--- src/rtl/can_ctrl_axil_regs.sv ---
// AXI4-Lite control/status register file for the CAN controller core: block
// handshake (start/done/idle/ready), scalar I/O registers, output capture, interrupt.
module can_ctrl_axil_regs #(
    parameter int unsigned C_S_AXI_ADDR_WIDTH = 7,
    parameter int unsigned C_S_AXI_DATA_WIDTH = 32
) (
    input  logic                            ACLK,
    input  logic                            ARESET_N,
    input  logic                            ACLK_EN,
    input  logic                            AWVALID,
    output logic                            AWREADY,
    input  logic [C_S_AXI_ADDR_WIDTH-1:0]   AWADDR,
    input  logic                            WVALID,
    output logic                            WREADY,
    input  logic [C_S_AXI_DATA_WIDTH-1:0]   WDATA,
    input  logic [C_S_AXI_DATA_WIDTH/8-1:0] WSTRB,
    output logic                            BVALID,
    input  logic                            BREADY,
    output logic [1:0]                      BRESP,
    input  logic                            ARVALID,
    output logic                            ARREADY,
    input  logic [C_S_AXI_ADDR_WIDTH-1:0]   ARADDR,
    output logic                            RVALID,
    input  logic                            RREADY,
    output logic [C_S_AXI_DATA_WIDTH-1:0]   RDATA,
    output logic [1:0]                      RRESP,
    output logic [31:0]                     axi_in_reg1,
    output logic [31:0]                     axi_in_reg2,
    output logic [31:0]                     axi_out_reg1_i,
    output logic [31:0]                     axi_out_reg2_i,
    input  logic [31:0]                     axi_out_reg1_o,
    input  logic                            axi_out_reg1_o_ap_vld,
    input  logic [31:0]                     axi_out_reg2_o,
    input  logic                            axi_out_reg2_o_ap_vld,
    input  logic [63:0]                     can_rx_data_buffer,
    input  logic                            can_rx_data_buffer_ap_vld,
    output logic                            ap_start,
    input  logic                            ap_done,
    input  logic                            ap_ready,
    input  logic                            ap_idle,
    output logic                            interrupt
);

    localparam int unsigned DW  = C_S_AXI_DATA_WIDTH;
    localparam int unsigned SW  = C_S_AXI_DATA_WIDTH / 8;
    localparam int unsigned WAW = C_S_AXI_ADDR_WIDTH - 2;

    // Word addresses (byte address >> 2)
    localparam logic [WAW-1:0] A_CTRL     = WAW'(32'h00 >> 2);
    localparam logic [WAW-1:0] A_GIE      = WAW'(32'h04 >> 2);
    localparam logic [WAW-1:0] A_IER      = WAW'(32'h08 >> 2);
    localparam logic [WAW-1:0] A_ISR      = WAW'(32'h0C >> 2);
    localparam logic [WAW-1:0] A_IN1      = WAW'(32'h10 >> 2);
    localparam logic [WAW-1:0] A_IN2      = WAW'(32'h18 >> 2);
    localparam logic [WAW-1:0] A_OUT1_I   = WAW'(32'h20 >> 2);
    localparam logic [WAW-1:0] A_OUT1_O   = WAW'(32'h28 >> 2);
    localparam logic [WAW-1:0] A_OUT1_VLD = WAW'(32'h2C >> 2);
    localparam logic [WAW-1:0] A_OUT2_I   = WAW'(32'h30 >> 2);
    localparam logic [WAW-1:0] A_OUT2_O   = WAW'(32'h38 >> 2);
    localparam logic [WAW-1:0] A_OUT2_VLD = WAW'(32'h3C >> 2);
    localparam logic [WAW-1:0] A_RX_LO    = WAW'(32'h40 >> 2);
    localparam logic [WAW-1:0] A_RX_HI    = WAW'(32'h44 >> 2);
    localparam logic [WAW-1:0] A_RX_VLD   = WAW'(32'h48 >> 2);

    typedef enum logic [1:0] {WRRESET, WRIDLE, WRDATA, WRRESP} wr_state_e;
    typedef enum logic [1:0] {RDRESET, RDIDLE, RDDATA} rd_state_e;

    wr_state_e          wstate_q;
    rd_state_e          rstate_q;
    logic               awready_q, wready_q, bvalid_q;
    logic               arready_q, rvalid_q;
    logic [DW-1:0]      rdata_q, rdata_c;
    logic [WAW-1:0]     waddr_q;
    logic [WAW-1:0]     rd_word;
    logic [DW-1:0]      wmask;
    logic               w_hs, ar_hs, wr_ctl;

    logic               ap_start_q, ap_start_d;
    logic               auto_restart_q, auto_restart_d;
    logic               done_q, done_d;
    logic               gie_q, gie_d;
    logic [1:0]         ier_q, ier_d;
    logic [1:0]         isr_q, isr_d;
    logic               irq_q, irq_d;
    logic [31:0]        in1_q, in1_d, in2_q, in2_d;
    logic [31:0]        out1i_q, out1i_d, out2i_q, out2i_d;
    logic [31:0]        out1_q, out1_d, out2_q, out2_d;
    logic               out1v_q, out1v_d, out2v_q, out2v_d;
    logic [63:0]        rx_q, rx_d;
    logic               rxv_q, rxv_d;
    logic               unused_addr_lsbs;

    assign unused_addr_lsbs = ^{AWADDR[1:0], ARADDR[1:0]};

    assign w_hs    = WVALID & wready_q;
    assign ar_hs   = ARVALID & arready_q;
    assign wr_ctl  = w_hs & WSTRB[0];
    assign rd_word = ARADDR[C_S_AXI_ADDR_WIDTH-1:2];

    always_comb begin
        wmask = '0;
        for (int b = 0; b < SW; b++) begin
            wmask[b*8 +: 8] = {8{WSTRB[b]}};
        end
    end

    // Write channel: address latched on AW, register update on W, hold B until BREADY
    always_ff @(posedge ACLK or negedge ARESET_N) begin
        if (!ARESET_N) begin
            wstate_q  <= WRRESET;
            awready_q <= 1'b0;
            wready_q  <= 1'b0;
            bvalid_q  <= 1'b0;
            waddr_q   <= '0;
        end else if (ACLK_EN) begin
            case (wstate_q)
                WRRESET: begin
                    wstate_q  <= WRIDLE;
                    awready_q <= 1'b1;
                end
                WRIDLE: if (AWVALID) begin
                    wstate_q  <= WRDATA;
                    awready_q <= 1'b0;
                    wready_q  <= 1'b1;
                    waddr_q   <= AWADDR[C_S_AXI_ADDR_WIDTH-1:2];
                end
                WRDATA: if (WVALID) begin
                    wstate_q <= WRRESP;
                    wready_q <= 1'b0;
                    bvalid_q <= 1'b1;
                end
                WRRESP: if (BREADY) begin
                    wstate_q  <= WRIDLE;
                    bvalid_q  <= 1'b0;
                    awready_q <= 1'b1;
                end
            endcase
        end
    end

    // Read channel: data captured on AR, held until RREADY
    always_ff @(posedge ACLK or negedge ARESET_N) begin
        if (!ARESET_N) begin
            rstate_q  <= RDRESET;
            arready_q <= 1'b0;
            rvalid_q  <= 1'b0;
            rdata_q   <= '0;
        end else if (ACLK_EN) begin
            case (rstate_q)
                RDRESET: begin
                    rstate_q  <= RDIDLE;
                    arready_q <= 1'b1;
                end
                RDIDLE: if (ARVALID) begin
                    rstate_q  <= RDDATA;
                    arready_q <= 1'b0;
                    rvalid_q  <= 1'b1;
                    rdata_q   <= rdata_c;
                end
                RDDATA: if (RREADY) begin
                    rstate_q  <= RDIDLE;
                    rvalid_q  <= 1'b0;
                    arready_q <= 1'b1;
                end
                default: rstate_q <= RDRESET;
            endcase
        end
    end

    always_comb begin
        rdata_c = '0;
        case (rd_word)
            A_CTRL: begin
                rdata_c[0] = ap_start_q;
                rdata_c[1] = done_q;
                rdata_c[2] = ap_idle;
                rdata_c[3] = ap_ready;
                rdata_c[7] = auto_restart_q;
            end
            A_GIE:      rdata_c[0]   = gie_q;
            A_IER:      rdata_c[1:0] = ier_q;
            A_ISR:      rdata_c[1:0] = isr_q;
            A_IN1:      rdata_c      = in1_q;
            A_IN2:      rdata_c      = in2_q;
            A_OUT1_I:   rdata_c      = out1i_q;
            A_OUT1_O:   rdata_c      = out1_q;
            A_OUT1_VLD: rdata_c[0]   = out1v_q;
            A_OUT2_I:   rdata_c      = out2i_q;
            A_OUT2_O:   rdata_c      = out2_q;
            A_OUT2_VLD: rdata_c[0]   = out2v_q;
            A_RX_LO:    rdata_c      = rx_q[31:0];
            A_RX_HI:    rdata_c      = rx_q[63:32];
            A_RX_VLD:   rdata_c[0]   = rxv_q;
            default:    rdata_c      = '0;
        endcase
    end

    // Register next-state: in every set/clear pair the set is applied last so it wins
    always_comb begin
        ap_start_d     = ap_start_q;
        auto_restart_d = auto_restart_q;
        done_d         = done_q;
        gie_d          = gie_q;
        ier_d          = ier_q;
        isr_d          = isr_q;
        in1_d          = in1_q;
        in2_d          = in2_q;
        out1i_d        = out1i_q;
        out2i_d        = out2i_q;
        out1_d         = out1_q;
        out1v_d        = out1v_q;
        out2_d         = out2_q;
        out2v_d        = out2v_q;
        rx_d           = rx_q;
        rxv_d          = rxv_q;

        if (ap_ready && !auto_restart_q) ap_start_d = 1'b0;
        if (wr_ctl && waddr_q == A_CTRL) begin
            if (WDATA[0]) ap_start_d = 1'b1;
            auto_restart_d = WDATA[7];
        end
        if (ar_hs && rd_word == A_CTRL) done_d = 1'b0;
        if (ap_done) done_d = 1'b1;

        if (wr_ctl && waddr_q == A_GIE) gie_d = WDATA[0];
        if (wr_ctl && waddr_q == A_IER) ier_d = WDATA[1:0];
        if (wr_ctl && waddr_q == A_ISR) isr_d = isr_q ^ WDATA[1:0];
        if (ap_done && ier_q[0])  isr_d[0] = 1'b1;
        if (ap_ready && ier_q[1]) isr_d[1] = 1'b1;

        if (w_hs && waddr_q == A_IN1)    in1_d   = (WDATA & wmask) | (in1_q & ~wmask);
        if (w_hs && waddr_q == A_IN2)    in2_d   = (WDATA & wmask) | (in2_q & ~wmask);
        if (w_hs && waddr_q == A_OUT1_I) out1i_d = (WDATA & wmask) | (out1i_q & ~wmask);
        if (w_hs && waddr_q == A_OUT2_I) out2i_d = (WDATA & wmask) | (out2i_q & ~wmask);

        if (ar_hs && rd_word == A_OUT1_VLD) out1v_d = 1'b0;
        if (axi_out_reg1_o_ap_vld) begin
            out1_d  = axi_out_reg1_o;
            out1v_d = 1'b1;
        end
        if (ar_hs && rd_word == A_OUT2_VLD) out2v_d = 1'b0;
        if (axi_out_reg2_o_ap_vld) begin
            out2_d  = axi_out_reg2_o;
            out2v_d = 1'b1;
        end
        if (ar_hs && rd_word == A_RX_VLD) rxv_d = 1'b0;
        if (can_rx_data_buffer_ap_vld) begin
            rx_d  = can_rx_data_buffer;
            rxv_d = 1'b1;
        end
    end

    // Interrupt follows the register state being written on the same edge
    assign irq_d = gie_d & |(ier_d & isr_d);

    always_ff @(posedge ACLK or negedge ARESET_N) begin
        if (!ARESET_N) begin
            ap_start_q     <= 1'b0;
            auto_restart_q <= 1'b0;
            done_q         <= 1'b0;
            gie_q          <= 1'b0;
            ier_q          <= '0;
            isr_q          <= '0;
            irq_q          <= 1'b0;
            in1_q          <= '0;
            in2_q          <= '0;
            out1i_q        <= '0;
            out2i_q        <= '0;
            out1_q         <= '0;
            out1v_q        <= 1'b0;
            out2_q         <= '0;
            out2v_q        <= 1'b0;
            rx_q           <= '0;
            rxv_q          <= 1'b0;
        end else if (ACLK_EN) begin
            ap_start_q     <= ap_start_d;
            auto_restart_q <= auto_restart_d;
            done_q         <= done_d;
            gie_q          <= gie_d;
            ier_q          <= ier_d;
            isr_q          <= isr_d;
            irq_q          <= irq_d;
            in1_q          <= in1_d;
            in2_q          <= in2_d;
            out1i_q        <= out1i_d;
            out2i_q        <= out2i_d;
            out1_q         <= out1_d;
            out1v_q        <= out1v_d;
            out2_q         <= out2_d;
            out2v_q        <= out2v_d;
            rx_q           <= rx_d;
            rxv_q          <= rxv_d;
        end
    end

    assign AWREADY        = awready_q;
    assign WREADY         = wready_q;
    assign BVALID         = bvalid_q;
    assign BRESP          = 2'b00;
    assign ARREADY        = arready_q;
    assign RVALID         = rvalid_q;
    assign RDATA          = rdata_q;
    assign RRESP          = 2'b00;
    assign axi_in_reg1    = in1_q;
    assign axi_in_reg2    = in2_q;
    assign axi_out_reg1_i = out1i_q;
    assign axi_out_reg2_i = out2i_q;
    assign ap_start       = ap_start_q;
    assign interrupt      = irq_q;

endmodule

--- config.mk ---
export PLATFORM = sky130hd
export DESIGN_NAME = can_ctrl_axil_regs
export DESIGN_NICKNAME = d
export VERILOG_FILES = /design/src/rtl/can_ctrl_axil_regs.sv
export SDC_FILE = /design/constraint.sdc
export NUM_CORES = 1
export LEC_CHECK = 0
export ABC_AREA = 1
export CAP_MARGIN = 25
export CORE_MARGIN = 8
export CORE_UTILIZATION = 55
export CTS_CLUSTER_SIZE = 14
export DETAILED_ROUTE_END_ITERATION = 6
export DONT_BUFFER_PORTS = 1
export PLACE_DENSITY = 0.7
export SLEW_MARGIN = 0
export SYNTH_ARGS = -nofsm -noshare
export SYNTH_HDL_FRONTEND = slang
export SYNTH_SLANG_ARGS = --single-unit
--- constraint.sdc ---
create_clock -name ACLK -period 2.9 [get_ports ACLK]
set_input_delay 0.87 -clock ACLK [delete_from_list [all_inputs] [get_ports ACLK]]
set_output_delay 0.87 -clock ACLK [all_outputs]
set_load 0.02 [all_outputs]
After elaboration in Yosys (flattened, before gate mapping). Index checks and enable logic that the tools add are counted.

Bitwise logic cells: 16. Multiplexer cells: 44. Equal/unequal tests: 31. Reduce and logical (&&, ||, !) cells: 51.

Operators by type and width (count): 24-bit case mux with 8 select lines (1); 32-bit AND (5); 32-bit OR (4); 5-bit by 4-bit equality test with 1-bit output (second input constant) (8); 32-bit NOT (1); 1-bit 2-to-1 mux (24); 3-bit case mux with 8 select lines (1); 2-bit AND reduction (12); 4-bit AND reduction (6); 5-bit by 2-bit equality test with 1-bit output (second input constant) (4); 5-bit by 3-bit equality test with 1-bit output (second input constant) (4); 2-bit case mux with 9 select lines (1); 5-bit equality test (second input constant) (3); 1-bit logical AND (15); 1-bit case mux with 15 select lines (1); 2-bit 2-to-1 mux (7); 2-bit nonzero test (7); 1-bit case mux with 11 select lines (1); 5-bit by 1-bit equality test with 1-bit output (second input constant) (2); 5-bit zero test (2); 2-bit inequality test (second input constant) (5); 1-bit case mux with 9 select lines (1); 3-bit AND reduction (3); 2-bit case mux with 4 select lines (1); 12 further kinds (23).

Word-level logic and storage cells: 168. Register bits after elaboration: 314. Bits of input ports: 192. Output and inout port bits: 171.

Longest topological paths before layout.
Depth after elaboration: 8. Mapped depth: 11. Mapped depth without buffers: 11.

Worst setup path after synthesis. Ideal clock, no wire load.

Kind: input to register. Start: input ACLK_EN. End: register (tool-made name). Stages on the path: 9. Setup slack: 865 ps. Arrival: 1918 ps. Required time: 2782 ps. Cell sequence: buf_4 > nand2_2 > nor2_2 > nand3_2 > nor2_4 > inv_1 > buf_6 > a21oi_1 > inv_1.

RTL lines: start, declared (line 9) `input logic ACLK_EN,`.

==> flow_summary.yaml <==
outcome:
  run_status: "complete, no violations"
cts:
  cts_tree: "done"
  cts.htree.levels: 2
  post_cts.repair.setup_buffers: 0
  cts_num_sinks: 314
  clock_tree.buffer_depth: 3
  hold_buffers: 0
  cts_made_buffers: 35
  clock_insertion_delay_worst_skew_ns: 0.51
  post_cts.resized_instances: 0
  clock_tree.root_cell: "clkbuf_16"
  clk_pin_slew_ns: 0.06
power:
  comb_power_share: 0.120
  total_leakage_power_nw: 8.31
  p_total_mw: 12.3
  intPower_mw: 8.52
  power.share.sequential: 0.501
  vdd_drop_max_uv: 584
  p_switching_mw: 3.79
  power.switching_fraction: 0.308
  pwr_density_cell_nw_per_um2: 758
  clockPowerShare: 0.379
synth:
  synth_sequential_area_ratio: 0.539
  netlist_instances: 1650
  synth.ff_latch_count: 314
  syn_area_um2: 14600
  ys_top_cells_by_area: "dfrtp_1, nand2_1, inv_1"
  count_of_yosys_warnings_during_synthesis: 0
  syn_area_per_cell_um2: 8.84
  yosysUniqueCellTypes: 35
  synth_ff_type: "dfrtp_1"
  synth_async_sr_flop_share: 1.00
  synth_top_area_frac: 0.539
  number_of_synthesized_flops_with_an_enable_pin: 0
  synth.largest_area_cell: "dfrtp_1"
critical_path:
  crit_chain: "nand2_1 -> nor2_2 -> nand4_1 -> buf_4 -> nor2_1 -> buf_4 -> nand2_1 -> o21a_1"
  end_kind: "flip-flop"
  crit_path_max_incr_delay_ns: 0.52
  crit-reg2reg-launch: "WREADY"
  timing.critical_path.buf_inv: 2
  slowest_stage: "dfrtp_1"
  worst-path-max-fanout: 15
  worst_ep_required_time_ns: 3.30
  critical_path_s_top_delay_family: "simple AND/OR/NAND/NOR gates"
  worst-r2r-setup-slack_ns: 0.69
  reg2reg_depth: 8
  worst_setup_start_kind: "flip-flop"
  critical_path_arrival_ns: 2.61
  worstSetupPathType: "reg2reg"
final_layout:
  fillers: 2201
  post-route-cell-area_um2: 16200
  area_growth_pct: 11.3
  instances_no_fill: 2022
  nNetsFinal: 1854
  layout-drive-gt1-share: 0.125
placed_design:
  number_of_cells_after_detailed_placement: 1956
  detailed_place_hpwl_mm: 33.9
  post_dp_cell_area_um2: 15000
  pre_cts_ws_ns: 0.333
  final_wtd_congestion: 0.891
  numPortBuffers: 0
route:
  drc: 0
  detail_route.vias_per_cell: 5.71
  drt_wl_total_mm: 47.1
  drtIter0Drc: 1029
  drt-wirelength-per-cell_um: 23.3
  drtAntennaViolNets: 0
  routed-via-count: 11500
  drt_pre_antenna_iters: 5
timing:
  max_freq_mhz: 453
  postLayoutSetupSlackWorst_ns: 0.695
  hold_violations: 0
  final.min_clock_period_ns: 2.21
  setup_repair_after_global_routing_missed_its_margin: "false"
  timing.slew.headroom: 0.366
  worst-slew-pin-transition_ns: 0.950
  clock-skew-final_ns: 0.0140
  tcrit_tclk_final: 0.760
  finalMaxSlewViolations: 0
  setup_viol_count_final: 0
  fin_tns_setup_ns: 0
global_route:
  antenna_violations_before_repair: 10
  grt.overflow.total: 0
  global_route_total_usage_across_every_layer: 0.289
  largest_net_degree_at_the_start_of_global_routing: 315
  first_global_vias: 11600
  grt_first_pass_wirelength_mm: 69.2
die:
  die_w_um: 179
  fp.dieH_um: 179
  num_rows: 59
  start_util: 0.560
  ioPinCount: 363
  fp.dieArea_um2: 32000
  placeableCoreArea_um2: 26100
worst_hold_path:
  worstHoldPathType: "in2async"
flow_run:
  max_cap_viol_count: 0
## logic make-up after synthesis
| kind of cell | share of synthesized area |
|---|---|
| AND/OR/NAND/NOR | 0.174 |
| buffers and inverters | 0.0943 |
| flip-flops | 0.539 |
| AO/OA/AOI/OAI | 0.111 |
| multiplexers | 0.0777 |
| adder cells (fa/ha/maj) | 0.00343 |
| other | 0.000257 |
| XOR/XNOR | 0.000601 |
## synth_stat cells, types with 2 or more instances
cell type / number
mux2_2: 74
dfrtp_1: 314
nor2_4: 9
nand4_1: 24
nor2_2: 10
o21ai_1: 36
inv_2: 5
a21oi_1: 93
o31ai_1: 5
inv_1: 258
nand3_1: 37
o21ai_0: 121
mux2i_1: 30
o22ai_1: 27
nor2_1: 166
ha_1: 4
buf_4: 12
nor3_2: 2
nand2_1: 318
a31oi_1: 2
o21a_1: 3
buf_1: 4
clkbuf_1: 11
buf_6: 5
buf_2: 35
nand3_2: 5
clkbuf_2: 2
a22oi_1: 17
nand3b_1: 15
## cell type report
class / count / area [um^2] / area share
clock buffers: 48 / 1050 / 0.0645
repair buffers: 37 / 353 / 0.0217
inverters: 263 / 987 / 0.0608
well taps: 335 / 419 / 0.0258
multi-input cells: 1007 / 5390 / 0.332
flip-flops and latches: 314 / 7860 / 0.484
diodes: 4 / 10.0 / 0.000617
clock inverters: 14 / 174 / 0.0107
## worst max-delay path by stage
stage                         start         to  slack (ns)  cells past startpoint
after floorplan             ACLK_EN  flip-flop        0.86                      9
after global placement    ARADDR[3]  RDATA[30]        0.39                     10
after detailed placement  ARADDR[3]  RDATA[30]        0.33                     10
after global routing         WREADY  flip-flop        0.59                      8
final                        WREADY  flip-flop        0.69                      8
after CTS                    WREADY  flip-flop        0.74                      8
## cells in the final DEF, fill, tap and decap left out, types with 17 or more instances in the layout
| cell | netlist | routed |
|---|---|---|
| o21ai_1 | 36 | 36 |
| buf_4 | 12 | 31 |
| mux2i_1 | 30 | 30 |
| inv_1 | 258 | 257 |
| o22ai_1 | 27 | 27 |
| nand4_1 | 24 | 24 |
| dfrtp_1 | 314 | 314 |
| nor2_1 | 166 | 166 |
| o21ai_0 | 121 | 121 |
| clkbuf_16 | 0 | 37 |
| mux2_2 | 74 | 74 |
| nand2_1 | 318 | 314 |
| a22oi_1 | 17 | 17 |
| a21oi_1 | 93 | 93 |
| nand3_1 | 37 | 36 |
## worst register-to-register path: stages (launching register included)
cell	delay, ns
dfrtp_1	0.52
nand2_1	0.18
nor2_2	0.17
nand4_1	0.40
buf_4	0.34
nor2_1	0.11
buf_4	0.22
nand2_1	0.08
o21a_1	0.10
## metrics by stage
stage | hold slack, ns | utilization
after floorplan | 0.457 | -
after global placement | 0.477 | 0.576
after detailed placement | 0.488 | 0.576
after CTS | 0.0514 | 0.623
after global routing | 0.0428 | 0.623
final | 0.0668 | 0.623
## layer usage
metal  wire (um)  vias up  track usage
met3        6190      109        0.117
met1       17100     5566        0.344
met2       22100      572        0.463
met5          67        -            0
li1            -     5287            -
met4        1600       10        0.110
## power groups by stage
| stage | Clock (mW) | Sequential [mW] | Combinational, mW |
|---|---|---|---|
| detailed placement | 0 | 6.24 | 1.46 |
| global placement | 0 | 6.23 | 1.39 |
| CTS | 4.72 | 6.17 | 1.46 |
| floorplan | 0 | 6.00 | 1.13 |
| global route | 4.89 | 6.26 | 1.67 |
| finish | 4.66 | 6.17 | 1.48 |
(Power assumes the default switching activity.)
